`src/rtl/div_share_pkg.sv`:
```
// Shared types and defaults for the divider-sharing controller.
package div_share_pkg;

    localparam int DIV_N       = 20;
    localparam int DIV_Q       = 15;
    localparam int DIV_NREQ    = 4;
    localparam int DIV_TIMEOUT = 64;

    typedef enum logic [2:0] {
        ST_IDLE  = 3'd0,
        ST_START = 3'd1,
        ST_BUSY  = 3'd2,
        ST_RESP  = 3'd3,
        ST_DRAIN = 3'd4
    } div_state_e;

    // Largest representable magnitude carrying the requested sign.
    function automatic logic [DIV_N-1:0] sat_value(input logic sign);
        sat_value = {sign, {(DIV_N-1){1'b1}}};
    endfunction

endpackage

```
`src/rtl/div_share_ctrl_rr_pick.sv`:
```
// Combinational round-robin pick: first valid index at or after ptr, wrapping.
module rr_pick #(
    parameter int NREQ = 4,
    localparam int IW = $clog2(NREQ)
) (
    input  logic [NREQ-1:0] valid_i,
    input  logic [IW-1:0]   ptr_i,
    output logic [NREQ-1:0] grant_o,
    output logic [IW-1:0]   idx_o,
    output logic            any_o
);

    logic [NREQ-1:0] grant_s;
    logic [IW-1:0]   idx_s;
    logic            any_s;

    function automatic logic [IW-1:0] wrap_idx(input logic [IW-1:0] p, input int off);
        int s;
        s = int'(p) + off;
        s = s - ((s >= NREQ) ? NREQ : 0);
        return IW'(s);
    endfunction

    // Scan from farthest to nearest offset so the nearest valid lane wins.
    always_comb begin
        grant_s = '0;
        idx_s   = '0;
        any_s   = 1'b0;
        for (int i = NREQ - 1; i >= 0; i--) begin
            if (valid_i[wrap_idx(ptr_i, i)]) begin
                idx_s = wrap_idx(ptr_i, i);
                any_s = 1'b1;
            end else begin
                any_s = any_s;
            end
        end
        if (any_s) begin
            grant_s[idx_s] = 1'b1;
        end else begin
            grant_s = '0;
        end
    end

    assign grant_o = grant_s;
    assign idx_o   = idx_s;
    assign any_o   = any_s;

endmodule

```
`src/rtl/div_share_ctrl.sv`:
```
// Shares one sign-magnitude fixed-point divider among NREQ requesters with
// round-robin arbitration, divide-by-zero bypass and a hung-divider watchdog.
module div_share_ctrl
    import div_share_pkg::*;
#(
    parameter int N       = DIV_N,
    parameter int Q       = DIV_Q,
    parameter int NREQ    = DIV_NREQ,
    parameter int TIMEOUT = DIV_TIMEOUT,
    localparam int IW = $clog2(NREQ)
) (
    input  logic              i_clk,
    input  logic              i_rst,
    input  logic [NREQ-1:0]   i_req_valid,
    output logic [NREQ-1:0]   o_req_ready,
    input  logic [NREQ*N-1:0] i_req_dividend,
    input  logic [NREQ*N-1:0] i_req_divisor,
    output logic              o_div_start,
    output logic [N-1:0]      o_div_dividend,
    output logic [N-1:0]      o_div_divisor,
    input  logic              i_div_complete,
    input  logic [N-1:0]      i_div_quotient,
    input  logic              i_div_overflow,
    output logic              o_rsp_valid,
    input  logic              i_rsp_ready,
    output logic [IW-1:0]     o_rsp_id,
    output logic [N-1:0]      o_rsp_quotient,
    output logic              o_rsp_overflow,
    output logic              o_rsp_dz,
    output logic              o_rsp_err
);

    // A limit below the divider's own nominal latency would kill healthy jobs,
    // so the effective limit is never allowed under that.
    localparam int WD_LIMIT = (TIMEOUT > N + Q + 4) ? TIMEOUT : N + Q + 5;
    localparam int WD_W     = $clog2(WD_LIMIT);

    div_state_e        state_q;
    logic [IW-1:0]     ptr_q;
    logic [WD_W-1:0]   wd_q;
    logic              used_q;
    logic [NREQ-1:0]   req_ready_q;
    logic              div_start_q;
    logic [N-1:0]      dividend_q;
    logic [N-1:0]      divisor_q;
    logic              rsp_valid_q;
    logic [IW-1:0]     rsp_id_q;
    logic [N-1:0]      rsp_quot_q;
    logic              rsp_ovf_q;
    logic              rsp_dz_q;
    logic              rsp_err_q;

    logic [NREQ-1:0]   pick_grant_s;
    logic [IW-1:0]     pick_idx_s;
    logic              pick_any_s;
    logic [N-1:0]      sel_dividend_s;
    logic [N-1:0]      sel_divisor_s;
    logic [IW-1:0]     ptr_next_s;

    rr_pick #(.NREQ(NREQ)) u_pick (
        .valid_i (i_req_valid),
        .ptr_i   (ptr_q),
        .grant_o (pick_grant_s),
        .idx_o   (pick_idx_s),
        .any_o   (pick_any_s)
    );

    assign sel_dividend_s = i_req_dividend[int'(pick_idx_s)*N +: N];
    assign sel_divisor_s  = i_req_divisor[int'(pick_idx_s)*N +: N];
    assign ptr_next_s     = (pick_idx_s == IW'(NREQ - 1)) ? '0 : pick_idx_s + IW'(1);

    // Sequencer FSM with all handshake and response outputs registered.
    always_ff @(posedge i_clk) begin
        if (i_rst) begin
            state_q     <= ST_IDLE;
            ptr_q       <= '0;
            wd_q        <= '0;
            used_q      <= 1'b0;
            req_ready_q <= '0;
            div_start_q <= 1'b0;
            dividend_q  <= '0;
            divisor_q   <= '0;
            rsp_valid_q <= 1'b0;
            rsp_id_q    <= '0;
            rsp_quot_q  <= '0;
            rsp_ovf_q   <= 1'b0;
            rsp_dz_q    <= 1'b0;
            rsp_err_q   <= 1'b0;
        end else begin
            req_ready_q <= '0;
            div_start_q <= 1'b0;
            case (state_q)
                ST_IDLE: begin
                    if (pick_any_s) begin
                        req_ready_q <= pick_grant_s;
                        dividend_q  <= sel_dividend_s;
                        divisor_q   <= sel_divisor_s;
                        rsp_id_q    <= pick_idx_s;
                        ptr_q       <= ptr_next_s;
                        if (sel_divisor_s[N-2:0] == '0) begin
                            // Zero magnitude (either sign) never reaches the divider.
                            used_q      <= 1'b0;
                            rsp_quot_q  <= sat_value(sel_dividend_s[N-1] ^ sel_divisor_s[N-1]);
                            rsp_ovf_q   <= 1'b1;
                            rsp_dz_q    <= 1'b1;
                            rsp_err_q   <= 1'b0;
                            rsp_valid_q <= 1'b1;
                            state_q     <= ST_RESP;
                        end else begin
                            used_q      <= 1'b1;
                            div_start_q <= 1'b1;
                            state_q     <= ST_START;
                        end
                    end else begin
                        state_q <= ST_IDLE;
                    end
                end
                ST_START: begin
                    wd_q    <= '0;
                    state_q <= ST_BUSY;
                end
                ST_BUSY: begin
                    if (i_div_complete) begin
                        rsp_quot_q  <= i_div_quotient;
                        rsp_ovf_q   <= i_div_overflow;
                        rsp_dz_q    <= 1'b0;
                        rsp_err_q   <= 1'b0;
                        rsp_valid_q <= 1'b1;
                        state_q     <= ST_RESP;
                    end else if (wd_q == WD_W'(WD_LIMIT - 1)) begin
                        rsp_quot_q  <= '0;
                        rsp_ovf_q   <= 1'b0;
                        rsp_dz_q    <= 1'b0;
                        rsp_err_q   <= 1'b1;
                        rsp_valid_q <= 1'b1;
                        state_q     <= ST_RESP;
                    end else begin
                        wd_q <= wd_q + WD_W'(1);
                    end
                end
                ST_RESP: begin
                    if (i_rsp_ready) begin
                        rsp_valid_q <= 1'b0;
                        state_q     <= used_q ? ST_DRAIN : ST_IDLE;
                    end else begin
                        state_q <= ST_RESP;
                    end
                end
                ST_DRAIN: begin
                    // Complete must be seen low so the next BUSY only sees fresh completions.
                    if (!i_div_complete) begin
                        state_q <= ST_IDLE;
                    end else begin
                        state_q <= ST_DRAIN;
                    end
                end
                default: begin
                    state_q <= ST_IDLE;
                end
            endcase
        end
    end

    assign o_req_ready    = req_ready_q;
    assign o_div_start    = div_start_q;
    assign o_div_dividend = dividend_q;
    assign o_div_divisor  = divisor_q;
    assign o_rsp_valid    = rsp_valid_q;
    assign o_rsp_id       = rsp_id_q;
    assign o_rsp_quotient = rsp_quot_q;
    assign o_rsp_overflow = rsp_ovf_q;
    assign o_rsp_dz       = rsp_dz_q;
    assign o_rsp_err      = rsp_err_q;

endmodule

```
`config.mk`:
```
export PLATFORM = sky130hd
export DESIGN_NAME = div_share_ctrl
export DESIGN_NICKNAME = d
export VERILOG_FILES = /design/src/rtl/div_share_pkg.sv /design/src/rtl/div_share_ctrl_rr_pick.sv /design/src/rtl/div_share_ctrl.sv
export SDC_FILE = /design/constraint.sdc
export NUM_CORES = 1
export LEC_CHECK = 0
export ABC_AREA = 1
export ABC_CLOCK_PERIOD_IN_PS = 4000
export BUFFER_PORTS_ARGS = -buffer_cell sky130_fd_sc_hd__buf_2
export CORE_ASPECT_RATIO = 1.1
export CORE_MARGIN = 2
export CORE_UTILIZATION = 50
export DETAILED_ROUTE_END_ITERATION = 8
export GPL_TIMING_DRIVEN = 0
export PLACE_DENSITY = 0.85
export RECOVER_POWER = 50
export SETUP_SLACK_MARGIN = 0.1
export SYNTH_ARGS = -nofsm -noshare
export SYNTH_HDL_FRONTEND = slang
export SYNTH_SLANG_ARGS = --single-unit
export TNS_END_PERCENT = 20
```
`constraint.sdc`:
```
create_clock -name i_clk -period 4 [get_ports i_clk]
set_clock_uncertainty 0.15 [all_clocks]
set_input_delay 0.2 -clock i_clk [delete_from_list [all_inputs] [get_ports i_clk]]
set_output_delay 0.2 -clock i_clk [all_outputs]
set_load 0.005 [all_outputs]
```
Yosys cells after proc, flatten, opt, wreduce, memory -nomap -nowiden
Cells that the tools add are included.
{ "word_totals": {"output_inout_bits": 71, "inputBits": 189, "regBits": 83} }
{ "op_classes": {"shift": 2, "n_mux": 51, "eq_ne": 12, "bitwise": 3, "n_lt_le_gt_ge": 6, "n_addsub": 9, "n_mul": 1, "n_reduce_logical": 11} }
{ "op_table": {"columns": ["operator", "count"], "rows": [
  ["$mux W20", 4],
  ["$shiftx A80 B32 Y20", 1],
  ["$shiftx A80 B8 Y20", 1],
  ["$pmux W20 S2", 1],
  ["$mux W1", 21],
  ["$logic_not A19 Y1", 1],
  ["$mux W3", 6],
  ["$lt A2 B3 Y1 const B", 5],
  ["$pmux W3 S5", 1],
  ["$mux W2", 6],
  ["$mux W6", 2],
  ["$pmux W6 S2", 1],
  ["$ne A2 B2 Y1 const B", 5],
  ["$bmux W1 S2", 4],
  ["$sub A2 B2 Y2 const B", 4],
  ["$add A6 B1 Y6 const B", 1],
  ["$eq A3 B2 Y1 const B", 2],
  ["$eq A6 B6 Y1 const B", 1],
  ["$pmux W1 S2", 3],
  ["$mul A2 B3 Y5 const B", 1],
  ["$reduce_and A5 Y1", 1],
  ["$add A2 B1 Y2 const B", 2],
  ["$add A2 B2 Y2 const B", 2],
  ["$reduce_and A4 Y1", 1],
  ["16 further kinds", 18]
]} }

Longest topological paths before layout
{ "depth": {"word_depth": 14, "depth_mapped": 22} }

Hierarchy
Synthesis repeated with hierarchy kept, for this count alone.
{ "hier_totals": {"cells_unflattened": 793, "hier_area_um2": 4939.7} }
{ "modules_own_cells": {"columns": ["mod", "area_each_um2", "n_inst", "cells_each", "seq_area_each_um2"], "rows": [
  ["div_share_ctrl", 4647.0, 1, 739, 1661.6],
  ["rr_pick", 292.8, 1, 54, 0.0]
]} }

Least setup slack after synthesis
OpenSTA, ideal clock, no wires.
{ "synth_timing": {"kind": "register to register", "from": "reg ptr_q[0]", "to": "reg rsp_quot_q[10] (netlist: o_rsp_quotient[10])", "setup_time_ns": 0.068, "n_path_buf": 2, "setup_slack_ns": 1.559, "required_ns": 3.782, "arrival_ns": 2.222, "path_stages_with_launch": 19, "cell_sequence": "dfxtp_1 > inv_2 > nand2_1 > nand2_2 > nand2_1 > nand3_1 > nor2_2 > nor2_2 > nor2_4 > buf_6 > nand3_1 > nand2_1 > nand3_1 > nor2_1 > nand3_1 > nand2_2 > nand2_4 > buf_6 > a21oi_4"} }
{ "synth_via": {"elab_chain_cells": 13} }
{ "synth_rtl": {"columns": ["item", "line_no", "rtl"], "rows": [
  ["from (decl)", "div_share_ctrl.sv:39", "logic [IW-1:0] ptr_q;"],
  ["from (signal assigned)", "div_share_ctrl.sv:99", "ptr_q <= ptr_next_s;"],
  ["$add A2 B2 Y2", "div_share_ctrl_rr_pick.sv:19", "s = int'(p) + off;"],
  ["$sub A2 B2 Y2", "div_share_ctrl_rr_pick.sv:20", "s = s - ((s >= NREQ) ? NREQ : 0);"],
  ["$bmux W1 S2", "div_share_ctrl_rr_pick.sv:30", "if (valid_i[wrap_idx(ptr_i, i)]) begin"],
  ["$mux W1 (implied by the code)", "div_share_ctrl_rr_pick.sv:30", null],
  ["$mux W2 (4 in a row)", "div_share_ctrl_rr_pick.sv:30", null],
  ["$mul A2 B3 Y5", "div_share_ctrl.sv:69", "assign sel_divisor_s = i_req_divisor[int'(pick_idx_s)*N +: N];"],
  ["$shiftx A80 B8 Y20", "div_share_ctrl.sv:69", null],
  ["$logic_not A19 Y1", "div_share_ctrl.sv:100", "if (sel_divisor_s[N-2:0] == '0) begin"],
  ["$ne A2 B2 Y1 (no source line)", null, null],
  ["$reduce_and A4 Y1 (no source line) (*)", null, null],
  ["to (signal assigned)", "div_share_ctrl.sv:103", "rsp_quot_q <= sat_value(sel_dividend_s[N-1] ^ sel_divisor_s[N-1]);"],
  ["to (signal assigned)", "div_share_ctrl.sv:124", "rsp_quot_q <= i_div_quotient;"],
  ["to (decl)", "div_share_ctrl.sv:48", "logic [N-1:0] rsp_quot_q;"]
]} }
Every way passes the cells marked *; elsewhere a longest branch is shown, timed or not. The select of a mux whose other input is x is not followed.
A chain may end at the register's enable or synchronous reset.

Final worst setup path
Ends and elaborated chain as after synthesis.

==> impl_metrics.yaml <==
detailed_routing:
  drt_wl_total_um: 16500
  wl_per_cell_um: 13.7
  drc_errors: 0
  drt_iter0_drc: 286
  drtPass1Iterations: 5
  vias: 6052
  vias_per_cell: 5.04
  route.antenna.remaining_nets: 0
clock_tree:
  clock_sinks: 83
  clockRootBuffer: "clkbuf_8"
  clk_latency_ns: 0.35
  clock_path_buffers: 2
  cts.clk_slew.worst_paths_ns: 0.09
  cts_tree: "yes"
  cts_setup_buffers: 0
  numCtsBuffers: 9
  htreeDepth: 3
synth:
  netlist_instances: 797
  synth_top_area_share_pct: 32.7
  syn_avg_cell_area_sq_um: 6.37
  yosysUniqueCellTypes: 32
  synth_area_leaders: "dfxtp_1, nand2_1, o21ai_0, inv_1, nor2_1"
  syn_nets: 991
  yosys_warnings: 0
  synth_seq_area_share_pct: 32.7
  synth_area_leader_cell: "dfxtp_1"
  ys_ff_latch: 83
  synth_area_sq_um: 5080
pwr:
  combPwrFrac_pct: 66.7
  powerDensity_nw_per_um2: 839
  seqPwrFrac_pct: 22.8
  p_sw_share_pct: 52.2
  p_leak_uw: 0.00348
  internal-power_uw: 2700
  switching_power_uw: 2950
  ir_worst_vdd_v: 0.000458
  clock_power_share_pct: 10.5
worst_hold_path:
  hp-class: "input port to register"
placement:
  pre_cts_ws_ns: 0.957
  gp_congestion: 0.927
  place_hpwl_um: 13300
  io_buffers: 258
critical_path:
  cp.required_ns: 4.13
  ff2ff_setup_slack_ns: 0.90
  cp.arrival_ns: 3.24
  worstRegToRegCells: 18
  crit_fanout: 10
  r2r_start: "ptr_q[0]"
  crit_end: "o_rsp_quotient[10]"
  startpoint_type: "register"
  worst_setup_path_end_kind: "register"
  crit_type: "register to register"
  startpoint: "ptr_q[0]"
  r2r-end: "o_rsp_quotient[10]"
global_routing:
  grt_pass1_vias: 5709
  track_usage_pct: 30.1
  antenna_found_initial: 2
  overflow: 0
  grt_pass1_wl_um: 26000
  grt_start_max_net_pins: 15
sta:
  rsz0062_at_grt: "no"
  worst_slack_ns: 0.896
  tns_ns: 0
  whs_ns: 0.00806
  finalSetupViolCount: 0
  slew_viol_final: 0
  worst_slew_pin_slew_ns: 0.738
  max_slew_margin_pct: 50.3
  final_hold_viol_count: 0
  layout_min_cycle_time_ns: 3.10
  period_share_pct: 77.6
  fmax_mhz: 322
die:
  die_h_um: 110
  rows: 38
  initial_core_util_pct: 51.4
  chipWidth_um: 100
  ios: 260
  die_area_sq_um: 11000
  core-area_sq_um: 9890
job:
  max_cap_violations: 0
finish:
  syn_to_final_growth_pct: 32.5
  nNetsFinal: 1269
  drive_above_1_share_pct: 24.6
run_status:
  status: "finished clean"
==> synthesized netlist by cell type, drive strengths merged <==
master and n:
nor2 128, nor3 6, o22ai 16, dfxtp 83, nand3 73, inv 129, nand2 137, or2 1
buf 20, a21oi 34, o21ai 104, ha 5, nand4 2, nor3b 2, clkbuf 28, o211ai 9
a211oi 2, nand3b 14, o31ai 4
==> worst max-delay path, cell delays in order (launching register included) <==
cell and delay (ns):
dfxtp_1 0.46, inv_2 0.12, nand2_1 0.09, nand2_2 0.07
inv_2 0.06, nand2_1 0.06, nor2_1 0.12, nor2_2 0.07
o21ai_2 0.32, buf_2 0.34, nand3_1 0.12, nand2_1 0.12
nand3_1 0.10, nor2_1 0.11, nand3_1 0.16, nand2_2 0.13
nand2_4 0.08, buf_6 0.20, a21oi_4 0.12
==> power by group through the flow <==
stage                     sequential, uW  combinational, uW  clock, uW
after floorplan                     1320               2600          0
after global placement              1280               3710          0
after detailed placement            1300               3780          0
after CTS                           1280               3800        607
after global routing                1320               4270        649
final                               1290               3760        596
==> registers in the layout, summed over array words and instances, names as in the netlist <==
| register | count |
|---|---|
| o_rsp_dz | 1 |
| o_rsp_valid | 1 |
| o_rsp_overflow | 1 |
| o_req_ready | 4 |
| o_div_dividend | 20 |
| o_rsp_quotient | 20 |
| wd_q | 6 |
| used_q | 1 |
| state_q | 3 |
| o_div_divisor | 20 |
| o_rsp_err | 1 |
| o_rsp_id | 2 |
| o_div_start | 1 |
| ptr_q | 2 |
==> layout make-up <==
class | count | area (sq um)
multi-input cells | 537 | 2690
inverters | 129 | 484
fillers | 953 | 3160
well taps | 120 | 150
diodes | 1 | 2.50
repair buffers | 267 | 1310
flip-flops and latches | 83 | 1660
clock buffers | 10 | 128
plain buffers | 48 | 243
clock inverters | 6 | 65.1
==> metrics by stage <==
step	power (uW)	util, %	cells	instance area (sq um)
global route	6230	68.0	1200	6730
floorplan	3910	-	797	5080
CTS	5680	68.8	1200	6800
finish	5650	68.1	1201	6730
global placement	4990	65.9	1175	6520
detailed placement	5070	65.9	1175	6520
==> worst min path at each step <==
stage	start	to	slack (ns)	depth (start not counted)
after CTS	i_div_quotient[18]	o_rsp_quotient[18]	0.002	3
after detailed placement	o_rsp_quotient[0]	o_rsp_quotient[0]	0.30	2
after global placement	o_rsp_quotient[0]	o_rsp_quotient[0]	0.29	2
after global routing	i_div_quotient[18]	o_rsp_quotient[18]	0.004	3
final	i_req_dividend[52]	o_div_dividend[12]	0.008	3
after floorplan	i_rsp_ready	state_q[2]	0.22	2
==> metal layers <==
| layer | up-vias | part of all wire, % | track usage, % |
|---|---|---|---|
| li1 | 3094 | - | - |
| met1 | 2658 | 39 | 32.8 |
| met2 | 252 | 49 | 54.7 |
| met3 | 46 | 8.2 | 7.18 |
| met4 | 2 | 3.8 | 14.5 |
| met5 | - | 0.067 | 0 |
==> cells by family after synthesis <==
family | Yosys count | share of synthesized area [%]
flip-flops | 83 | 32.7
AO/OA/AOI/OAI | 169 | 20.8
AND/OR/NAND/NOR | 363 | 30.9
adder cells (fa/ha/maj) | 5 | 1.23
buffers and inverters | 177 | 14.3
==> cell usage in the layout (no fill, tap or decap), drive strengths merged <==
| cell type | Yosys | layout |
|---|---|---|
| dfxtp | 83 | 83 |
| or2 | 1 | 1 |
| ha | 5 | 5 |
| inv | 129 | 130 |
| bufinv | 0 | 1 |
| nand3 | 73 | 73 |
| nand2 | 137 | 137 |
| diode | 0 | 1 |
| nand4 | 2 | 2 |
| o31ai | 4 | 4 |
| o21ai | 104 | 104 |
| nor3b | 2 | 2 |
| clkinvlp | 0 | 1 |
| dlygate4sd3 | 0 | 9 |
| nand3b | 14 | 14 |
| a211oi | 2 | 2 |
| clkinv | 0 | 3 |
| o211ai | 9 | 9 |
| o22ai | 16 | 16 |
| a21oi | 34 | 34 |
| buf | 20 | 217 |
| clkbuf | 28 | 99 |
| nor3 | 6 | 6 |
| nor2 | 128 | 128 |
==> what timing repair did <==
item / 4_1_cts / 5_1_grt
resized for setup: 0 / 0
hold endpoints to repair: 8 / 0
hold buffers: 9 / 0
No activity file was read; power rests on OpenSTA's default activity.
